$ cat src/rtl/radix2_divider.sv
// Unsigned 32-bit restoring radix-2 divider, one quotient bit per clock.
// Optional DIVIDER_ZERO_BYPASS_EN finishes divide-by-zero in one cycle.
module radix2_divider (
  input  logic        clk,
  input  logic        rst,
  input  logic        start,
  input  logic [31:0] dividend,
  input  logic [31:0] divisor,
  output logic        done,
  output logic [31:0] quotient,
  output logic [31:0] remainder
);

  localparam logic [1:0] S_IDLE = 2'd0;
  localparam logic [1:0] S_BUSY = 2'd1;
  localparam logic [1:0] S_DONE = 2'd2;

  logic [1:0]  r_state;
  logic [31:0] r_q;
  logic [31:0] r_rem;
  logic [31:0] r_div;
  logic [31:0] r_quo;
  logic [31:0] r_remo;
  logic [4:0]  r_cnt;
  logic        r_done;

  logic [32:0] w_trial;
  logic        w_bit;
  logic [31:0] w_rem_nxt;
  logic [31:0] w_q_nxt;
  logic        w_zero;

  // Borrow out of the 33-bit trial marks a negative result.
  assign w_trial   = {r_rem, r_q[31]} - {1'b0, r_div};
  assign w_bit     = ~w_trial[32];
  assign w_rem_nxt = w_bit ? w_trial[31:0]
                           : {r_rem[30:0], r_q[31]};
  assign w_q_nxt   = {r_q[30:0], w_bit};

`ifdef DIVIDER_ZERO_BYPASS_EN
  logic r_zero;

  always_ff @(posedge clk or posedge rst) begin
    if (rst)
      r_zero <= 1'b0;
    else if (r_state == S_IDLE && start)
      r_zero <= (divisor == 32'd0);
  end

  assign w_zero = r_zero;
`else
  assign w_zero = 1'b0;
`endif

  always_ff @(posedge clk or posedge rst) begin
    if (rst) begin
      r_state <= S_IDLE;
      r_q     <= '0;
      r_rem   <= '0;
      r_div   <= '0;
      r_quo   <= '0;
      r_remo  <= '0;
      r_cnt   <= '0;
      r_done  <= 1'b0;
    end else begin
      r_done <= 1'b0;
      case (r_state)
        S_IDLE: begin
          if (start) begin
            r_q     <= dividend;
            r_div   <= divisor;
            r_rem   <= '0;
            r_cnt   <= '0;
            r_state <= S_BUSY;
          end
        end
        S_BUSY: begin
          if (w_zero) begin
            // r_q still holds the untouched dividend here
            r_quo   <= '1;
            r_remo  <= r_q;
            r_done  <= 1'b1;
            r_state <= S_DONE;
          end else begin
            r_q   <= w_q_nxt;
            r_rem <= w_rem_nxt;
            r_cnt <= r_cnt + 5'd1;
            if (r_cnt == 5'd31) begin
              r_quo   <= w_q_nxt;
              r_remo  <= w_rem_nxt;
              r_done  <= 1'b1;
              r_state <= S_DONE;
            end
          end
        end
        S_DONE:  r_state <= S_IDLE;
        default: r_state <= S_IDLE;
      endcase
    end
  end

  assign done      = r_done;
  assign quotient  = r_quo;
  assign remainder = r_remo;

endmodule

$ cat config.mk
export PLATFORM = sky130hd
export DESIGN_NAME = radix2_divider
export DESIGN_NICKNAME = d
export VERILOG_FILES = /design/src/rtl/radix2_divider.sv
export SDC_FILE = /design/constraint.sdc
export NUM_CORES = 1
export LEC_CHECK = 0
export CORE_UTILIZATION = 37
export CTS_BUF_LIST = sky130_fd_sc_hd__clkbuf_4 sky130_fd_sc_hd__clkbuf_8
export DETAILED_ROUTE_END_ITERATION = 8
export RECOVER_POWER = 50
export SLEW_MARGIN = 0
export SYNTH_ARGS = -nofsm -noshare
export SYNTH_HDL_FRONTEND = slang
export SYNTH_SLANG_ARGS = --single-unit
export TNS_END_PERCENT = 5
$ cat constraint.sdc
create_clock -name clk -period 9.32 [get_ports clk]
set_clock_uncertainty 0.15 [all_clocks]
set_input_delay 0.932 -clock clk [delete_from_list [all_inputs] [get_ports clk]]
set_output_delay 0.932 -clock clk [all_outputs]
set_load 0.02 [all_outputs]
# ---- Word level (Yosys, flattened, before mapping)
# Cells that the tools add are included.
dict set report word_totals {
  regBits 168
  in_bits 67
  elab_cells 33
}
dict set report classes {
  add_sub_neg 2
  n_eq_ne 4
  mux 12
  n_bitwise 1
  reduce_logical 6
}
# op n
set ops {}
lappend ops {{$pmux 32 s2} 2}
lappend ops {{$mux 32} 3}
lappend ops {{$sub 33x32->33} 1}
lappend ops {{$pmux 5 s2} 1}
lappend ops {{$reduce_and 2->1} 4}
lappend ops {{$add 5x1->5 const B} 1}
lappend ops {{$eq 5x5->1 const B} 1}
lappend ops {{$mux 5} 1}
lappend ops {{$mux 2} 2}
lappend ops {{$ne 2x2->1 const B} 2}
lappend ops {{$pmux 2 s2} 1}
lappend ops {{$eq 2x1->1 const B} 1}
lappend ops {{$logic_not 2->1} 1}
lappend ops {{$mux 1} 2}
lappend ops {{$reduce_bool 2->1} 1}
lappend ops {{$not 1->1} 1}

# ---- Depth between registers and ports, before layout
# Gate-level depths: netlist of the first run.
dict set report logic_depth {
  ltp_word 3
  mapped_depth 15
  depth_no_buf 13
}

# ---- Least setup slack after synthesis of the first run
# OpenSTA, ideal clock, no wires.
dict set report synth_path {
  kind {register to register}
  startpoint {register r_q[31]}
  endpoint {register r_remo[25] (netlist: remainder[25])}
  arrival_ps 2804
  t_required_ps 9037
  setup_slack_ps 6233
  path_stages_with_launch 15
  synth_period_minus_slack_ps 3087
  path_cell_list {dfrtp_1 > inv_1 > ha_1 > inv_1 > fa_1 > a21o_2 > a221oi_4 > o22ai_4 > o22ai_4 > o31ai_4 > a211oi_2 > buf_6 > buf_12 > mux2i_1 > o21ai_1}
}
dict set report synth_via {
  elab_chain_cells 2
}
# item line_no
set synth_lines {}
lappend synth_lines {{from (decl)} 19} ;# logic [31:0] r_q;
lappend synth_lines {{from (signal assigned)} 70} ;# r_q <= dividend;
lappend synth_lines {{from (signal assigned)} 85} ;# r_q <= w_q_nxt;
lappend synth_lines {{$sub 33x32->33} 34} ;# assign w_trial = {r_rem, r_q[31]} - {1'b0, r_div};
lappend synth_lines {{$mux 32} 36} ;# assign w_rem_nxt = w_bit ? w_trial[31:0]
lappend synth_lines {{to (signal assigned)} 81} ;# r_remo <= r_q;
lappend synth_lines {{to (signal assigned)} 90} ;# r_remo <= w_rem_nxt;
lappend synth_lines {{to (decl)} 23} ;# logic [31:0] r_remo;
# No other way between the ends.
# A chain may end at the register's enable or synchronous reset.

==> results_dict.tcl, run 1 <==
set metrics [dict create \
    num_vias 6764 \
    cts_buffers 17 \
    crit_type "in -> async" \
    yosys_warnings 0 \
    wirelength_um 21000 \
    clkTransAtPathRegs_ps 110 \
    die_x_um 157 \
    min_period_over_period_pct 60.5 \
    syn_area_mm2 0.00885 \
    final_nets 1108 \
    dieArea_mm2 0.0246 \
    dp_slack_ps 5000 \
    status "complete, but fails checks" \
    fin_cells 1338 \
    drv_slew 311 \
    cts.sinks 168 \
    layout_commonest_cell "dfrtp_1" \
    arrival_ps 5430 \
    grt_use_total_pct 18.1 \
    syn_nets 1004 \
    portBuffers 131 \
    power_density_mw_per_mm2 447 \
    drv_cap 5 \
    ys_types 68 \
    cts.path.max_buffers 2 \
    cp-start-kind "input pin" \
    hold_buffers 0 \
    max-vdd-ir-drop_mv 0.196 \
    synth-main-ff-cell "dfrtp_1" \
    post_cts_buffers 0 \
    syn_inst 902 \
    start_util_pct 37.7 \
    drive_above_1_share_pct 9.42 \
    grt_pass1_wl_um 35100 \
    synth_edf_count 0 \
    cts_resized 0 \
    cts_root_buf "clkbuf_8" \
    final_cell_mix "168 x dfrtp_1, 138 x nand2_1, 124 x clkdlybuf4s50_1, 75 x o21ai_0, 67 x o21ai_1" \
    fmax_mhz 177 \
    grt_setup_unrepaired "false" \
    antenna_found_initial 0 \
    gp_congestion 0.865 \
    dr.pass1.iters 4 \
    drc_errors 0 \
    ys_ff_latch 168 \
    vias_per_cell 5.06 \
    required_ps 9110 \
    fin_crit_ps 5640 \
    cts_tree "yes" \
    end_kind "async pin" \
    hold_viol_final 0 \
    violations "max-capacitance violations, max-slew violations" \
    wl_per_cell_um 15.7 \
    grt_start_max_net_pins 78 \
    rows 56 \
    dp_cells 1306 \
    h-tree-depth 4 \
    relSlewSlack_pct -132 \
    clk_latency_ps 480 \
    total_leakage_power_nw 4.70 \
    n_antenna_cell 0 \
    antenna_left 0 \
    worst-slew-pin-transition_ps 3480 \
    avgSynthCellArea_um2 9.82 \
    tns_ps 0 \
    hpwl_um 14100 \
    power_mw 4.80 \
    fillers 2264 \
    async_flop_share_pct 100 \
    setup_slack_ps 3680 \
    fp.dieH_um 157 \
    overflow 0 \
    cp_max_fo 65 \
    core_mm2 0.0235 \
    io_pins 132 \
    area_delta_synth_final_pct 21.3 \
    first_global_vias 6892 \
    hold_class "reg -> reg" \
    drt-initial-drc-count 315 \
    yosysSeqAreaShare_pct 47.5 \
    setup_viol 0 \
]
## Yosys cell counts (3+ instances only)
cell type	count	share of area [%]
nor3_1	4	0.23
a31oi_1	4	0.28
xnor2_1	19	1.9
xor2_1	9	0.89
a21oi_1	56	3.2
and3b_1	22	2.2
mux2_2	32	4.1
buf_2	3	0.17
nand2b_1	3	0.21
dfrtp_1	168	47
o21ai_1	67	3.8
a21o_2	3	0.30
buf_12	3	0.68
a21o_1	12	1.0
a211oi_1	4	0.34
o21a_1	3	0.25
and3_1	3	0.21
nand2_1	139	5.9
a221o_1	3	0.34
buf_1	3	0.13
nor2_1	25	1.1
ha_1	34	4.8
a22oi_1	10	0.85
o21ai_0	75	4.2
clkbuf_1	37	1.6
mux2i_1	32	3.6
nor2b_1	13	0.92
inv_1	42	1.8
nor4_1	3	0.21
buf_6	4	0.51
o21ai_2	3	0.30
nand3_1	8	0.45
o21bai_1	9	0.76
nand4_1	5	0.35
## area by class of cell
type	instances	area (um2)	share of cell area, %
inverters	42	159	1.48
clock buffers	17	234	2.18
flip-flops and latches	168	4200	39.2
multi-input cells	637	4210	39.2
well taps	319	399	3.72
repair buffers	140	1360	12.7
clock inverters	15	175	1.63
## logic make-up after synthesis
group,count (synthesis),synth area share [%]
XOR/XNOR,28,2.77
buffers and inverters,97,5.37
AND/OR/NAND/NOR,234,12.5
AO/OA/AOI/OAI,275,19.0
adder cells (fa/ha/maj),35,5.03
multiplexers,65,7.86
flip-flops,168,47.5
## per-layer routing
metal  wire length [um]  up-vias  global-route usage [%]  share of wire (%)
met5                  0        -                       0                  0
li1                   -     3356                       -                  -
met2               9690      155                    29.0                 46
met3               1230       13                    5.12                5.8
met1               9890     3240                    24.0                 47
met4                205        0                    4.34               0.98
## report_power, final
part / total (mW) / switching [mW] / internal [mW]
clock: 0.548 / 0.321 / 0.227
combinational: 2.95 / 1.65 / 1.29
sequential: 1.31 / 0.218 / 1.09
## critical path, cell delays in order
cell	delay (ps)
dlygate4sd3_1	550
clkinvlp_2	1670
clkbuf_1	2230
## metrics by stage
stage | cell area, um2 | hold slack (ps) | util (%)
3_5_place_dp | 10400 | 325 | 44.1
2_1_floorplan | 8850 | 288 | -
4_1_cts | 10800 | 351 | 45.8
3_3_place_gp | 10400 | 305 | 44.1
6_report | 10700 | 347 | 45.7
5_1_grt | 10700 | 382 | 45.7
## worst paths after layout
check | start | end | slack (ps) | cells past startpoint
max in group clk | start | r_cnt[2]$_DFFE_PP0P_ | 4700 | 6
hold reg to reg | remainder[13]$_DFFE_PP0P_ | remainder[13]$_DFFE_PP0P_ | 350 | 2
min in group asynchronous | rst | r_div[13]$_DFFE_PP0P_ | 1600 | 2
setup reg to reg | r_q[31]$_DFFE_PP0P_ | remainder[25]$_DFFE_PP0P_ | 4910 | 13
hold / removal | remainder[13]$_DFFE_PP0P_ | remainder[13]$_DFFE_PP0P_ | 350 | 2
setup / recovery | rst | r_state[0]$_DFFE_PP0P_ | 3680 | 3
## flip-flops by register name, indices dropped and copies added (netlist names)
register / flops
done: 1
r_cnt: 5
r_div: 32
r_state: 2
remainder: 32
quotient: 32
r_q: 32
r_rem: 32
Note: power is estimated with default switching activity, not from simulation.
==> inputs of run 2 (changes only) <==
==> constraint.sdc (replaced) <==
create_clock -name clk -period 4.6 [get_ports clk]
set_clock_uncertainty 0.15 [all_clocks]
set_input_delay 0.46 -clock clk [delete_from_list [all_inputs] [get_ports clk]]
set_output_delay 0.46 -clock clk [all_outputs]
set_load 0.02 [all_outputs]
==> run 2 against run 1 <==
The run still ends with max-capacitance violations, max-slew violations left. Sequential power rose by 100%. Design area increased by 0.24%. Total power up 100%. Highest routed layer unchanged. Cell count rose by 0.15%. Critical path depth is 3 higher. Sequential cell count did not move. Critical path type is now reg -> reg. First-iteration DRC count increased by 21%. Via count fell by 0.18%. Die area stayed put. Count of clock-buffer cells in the layout unchanged. Sequential share of layout area decreased by 0.096 points. Setup slack got worse by 2700 ps.
==> results_dict.tcl, run 2 (synthesized netlist as in run 1, its figures left out) <==
set metrics [dict create \
    multi_input_comb_area_mm2 0.00419 \
    n_antenna_cell 0 \
    final_cell_mix "168 x dfrtp_1, 138 x nand2_1, 130 x clkdlybuf4s50_1, 75 x o21ai_0, 67 x o21ai_1" \
    clkTransAtPathRegs_ps 100 \
    rrSetupSlack_ps 960 \
    tns_ps 0 \
    crit_family "simple AND/OR/NAND/NOR gates" \
    fillers 2286 \
    required_ps 4820 \
    wl_per_cell_um 15.7 \
    drive_above_1_share_pct 9.60 \
    cts_tree "yes" \
    cts.sinks 168 \
    antenna_left 0 \
    cp-start-kind "register" \
    timing.hold.ws_ps 325 \
    regArea_mm2 0.00420 \
    status "complete, but fails checks" \
    io_pins 132 \
    holdPathEnd "r_cnt[3]$_DFFE_PP0P_" \
    ff2ff_path_depth 6 \
    fin_cells 1340 \
    end_kind "register" \
    wirelength_um 21000 \
    worst-slew-pin-transition_ps 2360 \
    fmax_mhz 275 \
    post_cts_buffers 0 \
    hold-path-cell-count 1 \
    hold_buffers 0 \
    relSlewSlack_pct -57.1 \
    layout_commonest_cell "dfrtp_1" \
    grt_use_total_pct 18.3 \
    drt-initial-drc-count 380 \
    power_density_mw_per_mm2 907 \
    fin_crit_ps 3640 \
    fp.dieH_um 157 \
    cp.buffers_inverters 2 \
    setup_slack_ps 960 \
    total_leakage_power_nw 4.72 \
    cp_max_fo 43 \
    grt_start_max_net_pins 169 \
    violations "max-capacitance violations, max-slew violations" \
    r2r_end "r_q[0]$_DFFE_PP0P_" \
    dr.pass1.iters 4 \
    utilization_pct 45.9 \
    dp_slack_ps 1110 \
    drv_slew 218 \
    hold_viol_final 0 \
    start_util_pct 37.7 \
    dp_cells 1308 \
    cts_resized 0 \
    hpwl_um 14200 \
    path_common_cell "nor2b_1" \
    grt_pass1_wl_um 35500 \
    drc_errors 0 \
    arrival_ps 3860 \
    first_global_vias 6902 \
    drv_cap 3 \
    cts_root_buf "clkbuf_8" \
    h-tree-depth 4 \
    core_mm2 0.0235 \
    grt_setup_unrepaired "false" \
    cts.path.max_buffers 2 \
    clk_latency_ps 470 \
    hold_class "reg -> reg" \
    r2r-start "r_state[1]$_DFFE_PP0P_" \
    cts_buffers 17 \
    vias_per_cell 5.04 \
    area_delta_synth_final_pct 21.6 \
    dieArea_mm2 0.0246 \
    cp_cell_sequence "clkbuf_1 > nor2b_1 > nor2b_1 > buf_4 > a22oi_1 > o21ai_0" \
    crit_slowest_cell "nor2b_1" \
    final_nets 1110 \
    min_period_over_period_pct 79.1 \
    hold_start "r_cnt[3]$_DFFE_PP0P_" \
    gp_congestion 0.879 \
    num_vias 6752 \
    crit_type "reg -> reg" \
    worst_path_largest_cell_delay_ps 1270 \
    setup_viol 0 \
    antenna_found_initial 0 \
    rows 56 \
    max-vdd-ir-drop_mv 0.501 \
    overflow 0 \
    portBuffers 131 \
    die_x_um 157 \
]
run 2: changes by cell type in the layout (fill, tap and decap cells not counted), sizes merged:
cell           previous run  this run
clkdlybuf4s50           124       130
dlygate4sd3               7         1
clkinvlp                  3         1
buf                       4         8
inv                      50        49
clkbuf                   22        20
clkinv                    3         7
bufinv                    1         0
run 2: metrics by stage:
step	total power, mW	instance area, um2
final	9.77	10800
after global routing	10.6	10800
after CTS	9.86	10800
after detailed placement	8.75	10400
after global placement	8.65	10400
after floorplan	7.28	8860
run 2: routing by layer:
layer,track usage (%),up-vias,routed length (um)
li1,-,3349,-
met1,23.9,3253,9870
met2,29.8,132,9720
met3,5.26,18,1240
met4,4.48,0,195
met5,0,-,0
run 2: worst max-delay path by stage:
stage | startpoint | end | slack, ps | cells after the start
after floorplan | r_q[31]$_DFFE_PP0P_ | remainder[25]$_DFFE_PP0P_ | 1510 | 14
after global placement | r_q[31]$_DFFE_PP0P_ | r_rem[0]$_DFFE_PP0P_ | 1200 | 13
after detailed placement | r_q[31]$_DFFE_PP0P_ | remainder[26]$_DFFE_PP0P_ | 1110 | 13
after CTS | r_q[31]$_DFFE_PP0P_ | r_rem[0]$_DFFE_PP0P_ | 1060 | 13
after global routing | r_state[1]$_DFFE_PP0P_ | r_cnt[3]$_DFFE_PP0P_ | 580 | 6
final | r_state[1]$_DFFE_PP0P_ | r_q[0]$_DFFE_PP0P_ | 960 | 6
run 2: cell type report:
class | count | share of cell area (%)
clock inverter | 15 | 1.69
clock buffer | 17 | 2.17
multi-input combinational | 637 | 38.9
tap | 319 | 3.71
sequential | 168 | 39.1
timing repair buffer | 142 | 13.0
inverter | 42 | 1.50
run 2: report_power, final:
group,internal [mW],switching [mW]
clock network,0.420,0.662
registers,2.21,0.444
logic,2.66,3.37
total,5.29,4.48
==> variant 1, RTL diff (config.mk and constraints of run 2) <==
The option `DIVIDER_ZERO_BYPASS_EN` is turned on by a define.
--- a/src/rtl/radix2_divider.sv
+++ b/src/rtl/radix2_divider.sv
@@ -2,2 +2,4 @@
 // Optional DIVIDER_ZERO_BYPASS_EN finishes divide-by-zero in one cycle.
+`define DIVIDER_ZERO_BYPASS_EN
+
 module radix2_divider (
Formal check against the unedited RTL: not equivalent (Yosys sat finds a counterexample within 4 cycles, from zero or initial values and one cycle with rst high).
==> variant 1 against run 2 <==
  * The flow still finishes with violations (capacitance limit, slew limit)
  * Global-route usage increased by 4.1 points
  * Sequential cell count increased by 1
  * Final area increased by 5.9%
  * Routed wire length increased by 35%
  * Sequential power increased by 7%
  * Synthesized area increased by 6.8%
  * Die area increased by 6.7%
  * Power increased by 10%
  * First-iteration DRC count increased by 45%
  * Worst setup slack improved by 42 ps
  * Cell count increased by 16%
==> variant 1: results <==
group,metric,value,unit
global_route,grt_pass1_wl,45660,um
global_route,antenna_found_initial,1,
yosys,synth-seq-area-share,44.70,%
run_status,violations,"capacitance limit, slew limit",
setup_path,critical_path_peak_fanout,20,
power_and_ir_drop,leakagePower,4.860,nW
global_route,grt_max_degree,141,
yosys,postSynthAreaPerCell,8.424,sq um
yosys,synthTopCellsByArea,"dfrtp_1 (45%), nand2_1 (9.9%), o21ai_0 (6.8%)",
setup_path,critical-path-max-stage-delay,470,ps
drt,via_per_inst,5.462,
place,gp_congestion,0.8687,
setup_path,crit_family,"compound AO/OA/AOI/OAI gates",
setup_path,cp_slowest_cell,"nand2_1",
power_and_ir_drop,worst_ir_drop_vdd,0.3827,mV
run,cap_viol_max_count,2,
yosys,synth_cell_type_count,67,
place,place_inst,1528,
cells_and_area,drive_above_1_share,5.772,%
global_route,grt_usage,22.44,%
cts,cts-buffers-inserted,17,
power_and_ir_drop,p_clk_share,10.3,%
cells_and_area,nFillCells,2522,
place,place_hpwl,20360,um
yosys,syn-num-nets,1225,
drt,finalWirelength,28350,um
cells_and_area,nNetsFinal,1319,
global_route,grt_pass1_vias,8217,
power_and_ir_drop,internal_power,5.341,mW
timing,worstMarginPinSlew,1784,ps
cts,postCtsSetupBuffers,0,
run_status,outcome,"complete, but fails checks",
power_and_ir_drop,p_comb,6.80,mW
yosys,netlist_top_cells_count,"nand2_1 (250), dfrtp_1 (169), o21ai_0 (128)",
drt,first_iter_violations,550,
drt,wl_per_cell,18.17,um
drt,firstDrtPassIters,5,
timing,final_max_slew_viol_count,68,
setup_path,worstPathArrival,3840,ps
-- variant 1: cell count changes after synthesis, sizes merged, moves of 11 or more --
cell	before	now
a31oi	5	59
or3	0	15
mux2	33	0
nor2	26	59
a211oi	5	19
clkbuf	38	51
a21boi	0	13
a21oi	59	72
and3b	22	0
nand2	139	250
nor2b	13	2
mux2i	32	1
-- variant 1: cell families after synthesis --
logic type / Yosys count / share of synthesized area, %
AND/OR/NAND/NOR: 405 / 18.60
buffers and inverters: 114 / 5.237
adder cells (fa/ha/maj): 35 / 4.708
XOR/XNOR: 27 / 2.500
multiplexers: 1 / 0.1058
AO/OA/AOI/OAI: 372 / 24.15
flip-flops: 169 / 44.70
-- variant 1: layout make-up --
type | count | area [sq um] | area share, %
Multi-Input combinational cell | 840 | 4755 | 41.70
Sequential cell | 169 | 4230 | 37.10
Timing Repair Buffer | 147 | 1436 | 12.60
Tap cell | 330 | 412.9 | 3.621
Clock buffer | 17 | 234.0 | 2.052
Clock inverter | 15 | 175.2 | 1.536
Inverter | 42 | 158.9 | 1.394
-- variant 1: stage by stage --
stage | area, sq um | worst slack [ps] | power, mW
2_1_floorplan | 9464 | 1709 | 7.641
3_3_place_gp | 11000 | 1150 | 9.572
3_5_place_dp | 11000 | 1064 | 9.641
4_1_cts | 11410 | 1034 | 10.78
5_1_grt | 11400 | 718.1 | 11.64
6_report | 11400 | 1002 | 10.74
-- variant 1: final timing paths --
| path | start | endpoint | slack, ps | cells after the start |
|---|---|---|---|---|
| hold reg to reg | quotient[4]$_DFFE_PP0P_ | quotient[4]$_DFFE_PP0P_ | 320 | 2 |
| max in group asynchronous | rst | r_div[28]$_DFFE_PP0P_ | 2400 | 3 |
| hold / removal | quotient[4]$_DFFE_PP0P_ | quotient[4]$_DFFE_PP0P_ | 320 | 2 |
| setup reg to reg | r_q[31]$_DFFE_PP0P_ | r_rem[31]$_DFFE_PP0P_ | 1000 | 12 |
| setup / recovery | r_q[31]$_DFFE_PP0P_ | r_rem[31]$_DFFE_PP0P_ | 1000 | 12 |
| min in group asynchronous | rst | r_rem[5]$_DFFE_PP0P_ | 480 | 3 |
-- variant 1: tightest hold or removal path: stages, from the launching register on --
cell and delay [ps]:
dfrtp_1 350, nand2_1 50, nand2_1 40
-- variant 1: per-layer routing --
| layer | vias to the layer above | share of wire [%] | GRT usage (%) |
|---|---|---|---|
| li1 | 4148 | - | - |
| met1 | 4157 | 47 | 31.29 |
| met2 | 184 | 47 | 36.01 |
| met3 | 29 | 3.9 | 3.447 |
| met4 | 2 | 1.7 | 6.432 |
| met5 | - | 0.046 | 0 |
==> variant 2, RTL diff (settings of run 2) <==
Without the edit above. Add an input register stage for `dividend`, without a reset; this delays it by one clock. The other inputs are not delayed to match.
--- a/src/rtl/radix2_divider.sv
+++ b/src/rtl/radix2_divider.sv
@@ -16,2 +16,8 @@
   localparam logic [1:0] S_DONE = 2'd2;
+
+  logic [31:0] dividend_q;
+
+  always_ff @(posedge clk) begin
+    dividend_q <= dividend;
+  end
 
@@ -69,3 +75,3 @@
           if (start) begin
-            r_q     <= dividend;
+            r_q     <= dividend_q;
             r_div   <= divisor;
Formal check against the unedited RTL: same outputs for any inputs over 10 cycles, from zero or initial values and one cycle with rst high; that may be too few to reach the edited logic, so the function may still have changed.
==> variant 2 against run 2 <==
  * Cell count is 8.1% higher
  * Worst setup slack lost 230 ps
  * Final area increased by 5.2%
  * Routed wire length increased by 4.1%
  * Largest power group unchanged
  * Synthesized area grew 5.6%
  * The flow still finishes with violations (capacitance limit, slew limit)
  * Power grew 0.53%
  * Global-route usage shrank 0.74 points
  * Sequential cell count rose by 32
  * Highest routed layer is now met5
  * Sequential power increased by 6%
  * Synthesized cell count is 12% higher
  * First-iteration DRC count rose by 2.6%
==> variant 2: results <==
group,metric,value,unit
hold_path,hold_path_class,"reg -> reg",
setup_path,reg2reg_depth,6,
drt,wl_per_cell,15.11,um
hold_path,hold_end,"r_q[0]$_DFFE_PP0P_",
cts,root_buffer,"clkbuf_8",
cts,clkTransAtPathRegs,110,ps
hold_path,whs_path_depth,2,
timing,hold_ws,314.5,ps
power_and_ir_drop,leakagePower,5.043,nW
timing,worstMarginPinSlew,3447,ps
yosys,yosys_warnings,0,
place,gp_congestion,0.8572,
yosys,synth-seq-area-share,51.82,%
cts,insertion_delay,480,ps
global_route,grt_pass1_vias,7186,
place,place_hpwl,14510,um
yosys,synthArstFlopShare,84.00,%
cells_and_area,nFillCells,2404,
setup_path,worstPathArrival,4110,ps
yosys,synthTopCellsByArea,"dfrtp_1 (45%), nand2_1 (8.1%), dfxtp_1 (6.9%)",
setup_path,critical_path_peak_fanout,68,
cts,postCtsSetupBuffers,0,
yosys,netlist_top_cells_count,"nand2_1 (201), dfrtp_1 (168), o21ai_0 (93)",
hold_path,hold_start,"dividend_q[0]$_DFF_P_",
drt,vias,7396,
setup_path,r2r-end,"r_q[0]$_DFFE_PP0P_",
cells_and_area,nNetsFinal,1213,
cells_and_area,drive_above_1_share,5.249,%
global_route,grt-ovfl-total,0,
cts,ctsResizeCount,0,
run,cap_viol_max_count,3,
yosys,syn-cell-area,9349,sq um
timing,final_max_slew_viol_count,306,
global_route,antenna_found_initial,2,
global_route,grt_usage,17.59,%
run_status,outcome,"complete, but fails checks",
global_route,grt_pass1_wl,36750,um
drt,first_iter_violations,390,
setup_path,worst_r2r_startpoint,"r_state[0]$_DFFE_PP0P_",
cts,htreeDepth,4,
yosys,syn-num-nets,1114,
yosys,synth_ff_type,"dfrtp_1",
power_and_ir_drop,worst_ir_drop_vdd,0.3944,mV
global_route,grt_max_degree,169,
setup_path,rrSetupSlack,730,ps
yosys,synth_cell_type_count,66,
cts,cts_buffer_depth,2,
run_status,violations,"capacitance limit, slew limit",
[variant 2: cell count changes in the layout (fill, tap and decap cells not counted), moves of 29 or more]
cell	run 2	this run
mux2_2	32	3
o21ai_1	67	22
dlygate4sd3_1	1	45
o22ai_1	0	33
dfxtp_1	0	32
nand3_1	8	41
nand2_1	138	199
nor2_1	25	89
clkdlybuf4s50_1	130	86
[variant 2: layer usage]
metal / up-vias / track usage [%] / part of all wire [%]
li1: 3664 / - / -
met1: 3572 / 23.36 / 47
met2: 140 / 28.23 / 46
met3: 18 / 5.010 / 5.3
met4: 2 / 4.288 / 1.0
met5: - / 0 / 0.059
[variant 2: worst max-delay path, cell delays in order (launching register included)]
cell and delay [ps]:
dfrtp_1 410, nor2_1 100, nand2_2 80, clkbuf_1 2420
and3_1 410, a21oi_1 50, o21ai_0 160
[variant 2: logic make-up after synthesis]
family,share of synthesized area [%]
mux,3.627
simple gates,16.68
compound gates,16.03
flops,51.82
buf+inv,4.738
fa+ha+maj,4.764
xor+xnor,2.342
[variant 2: power by group]
group          internal (mW)  switching [mW]
Sequential              2.41           0.391
Clock                  0.448           0.776
Combinational           2.40            3.39
Total                   5.26            4.55
[variant 2: worst max-delay path by stage]
| stage | start | to | slack, ps | depth (start not counted) |
|---|---|---|---|---|
| global route | r_state[0]$_DFFE_PP0P_ | r_q[0]$_DFFE_PP0P_ | 350 | 6 |
| detailed placement | r_q[31]$_DFFE_PP0P_ | r_rem[1]$_DFFE_PP0P_ | 950 | 13 |
| finish | r_state[0]$_DFFE_PP0P_ | r_q[0]$_DFFE_PP0P_ | 730 | 6 |
| floorplan | r_q[31]$_DFFE_PP0P_ | remainder[0]$_DFFE_PP0P_ | 1690 | 13 |
| CTS | r_q[31]$_DFFE_PP0P_ | remainder[0]$_DFFE_PP0P_ | 920 | 13 |
| global placement | r_q[31]$_DFFE_PP0P_ | remainder[0]$_DFFE_PP0P_ | 1070 | 13 |
[variant 2: stage by stage]
| step | power (mW) | area [sq um] | setup slack [ps] | instances |
|---|---|---|---|---|
| after detailed placement | 8.655 | 10890 | 945.6 | 1416 |
| final | 9.817 | 11320 | 726.9 | 1449 |
| after CTS | 9.904 | 11340 | 920.4 | 1448 |
| after global routing | 10.68 | 11320 | 353.0 | 1449 |
| after floorplan | 7.264 | 9353 | 1685 | 1012 |
| after global placement | 8.558 | 10890 | 1071 | 1416 |
[variant 2: final cells by class]
type	instances	area (sq um)	area share (%)
Clock buffer	17	234.0	2.066
Sequential cell	200	4845	42.78
Timing Repair Buffer	137	1365	12.05
Antenna cell	1	2.502	0.02210
Inverter	46	176.4	1.558
Multi-Input combinational cell	709	4079	36.02
Tap cell	324	405.4	3.580
Clock inverter	15	217.7	1.922
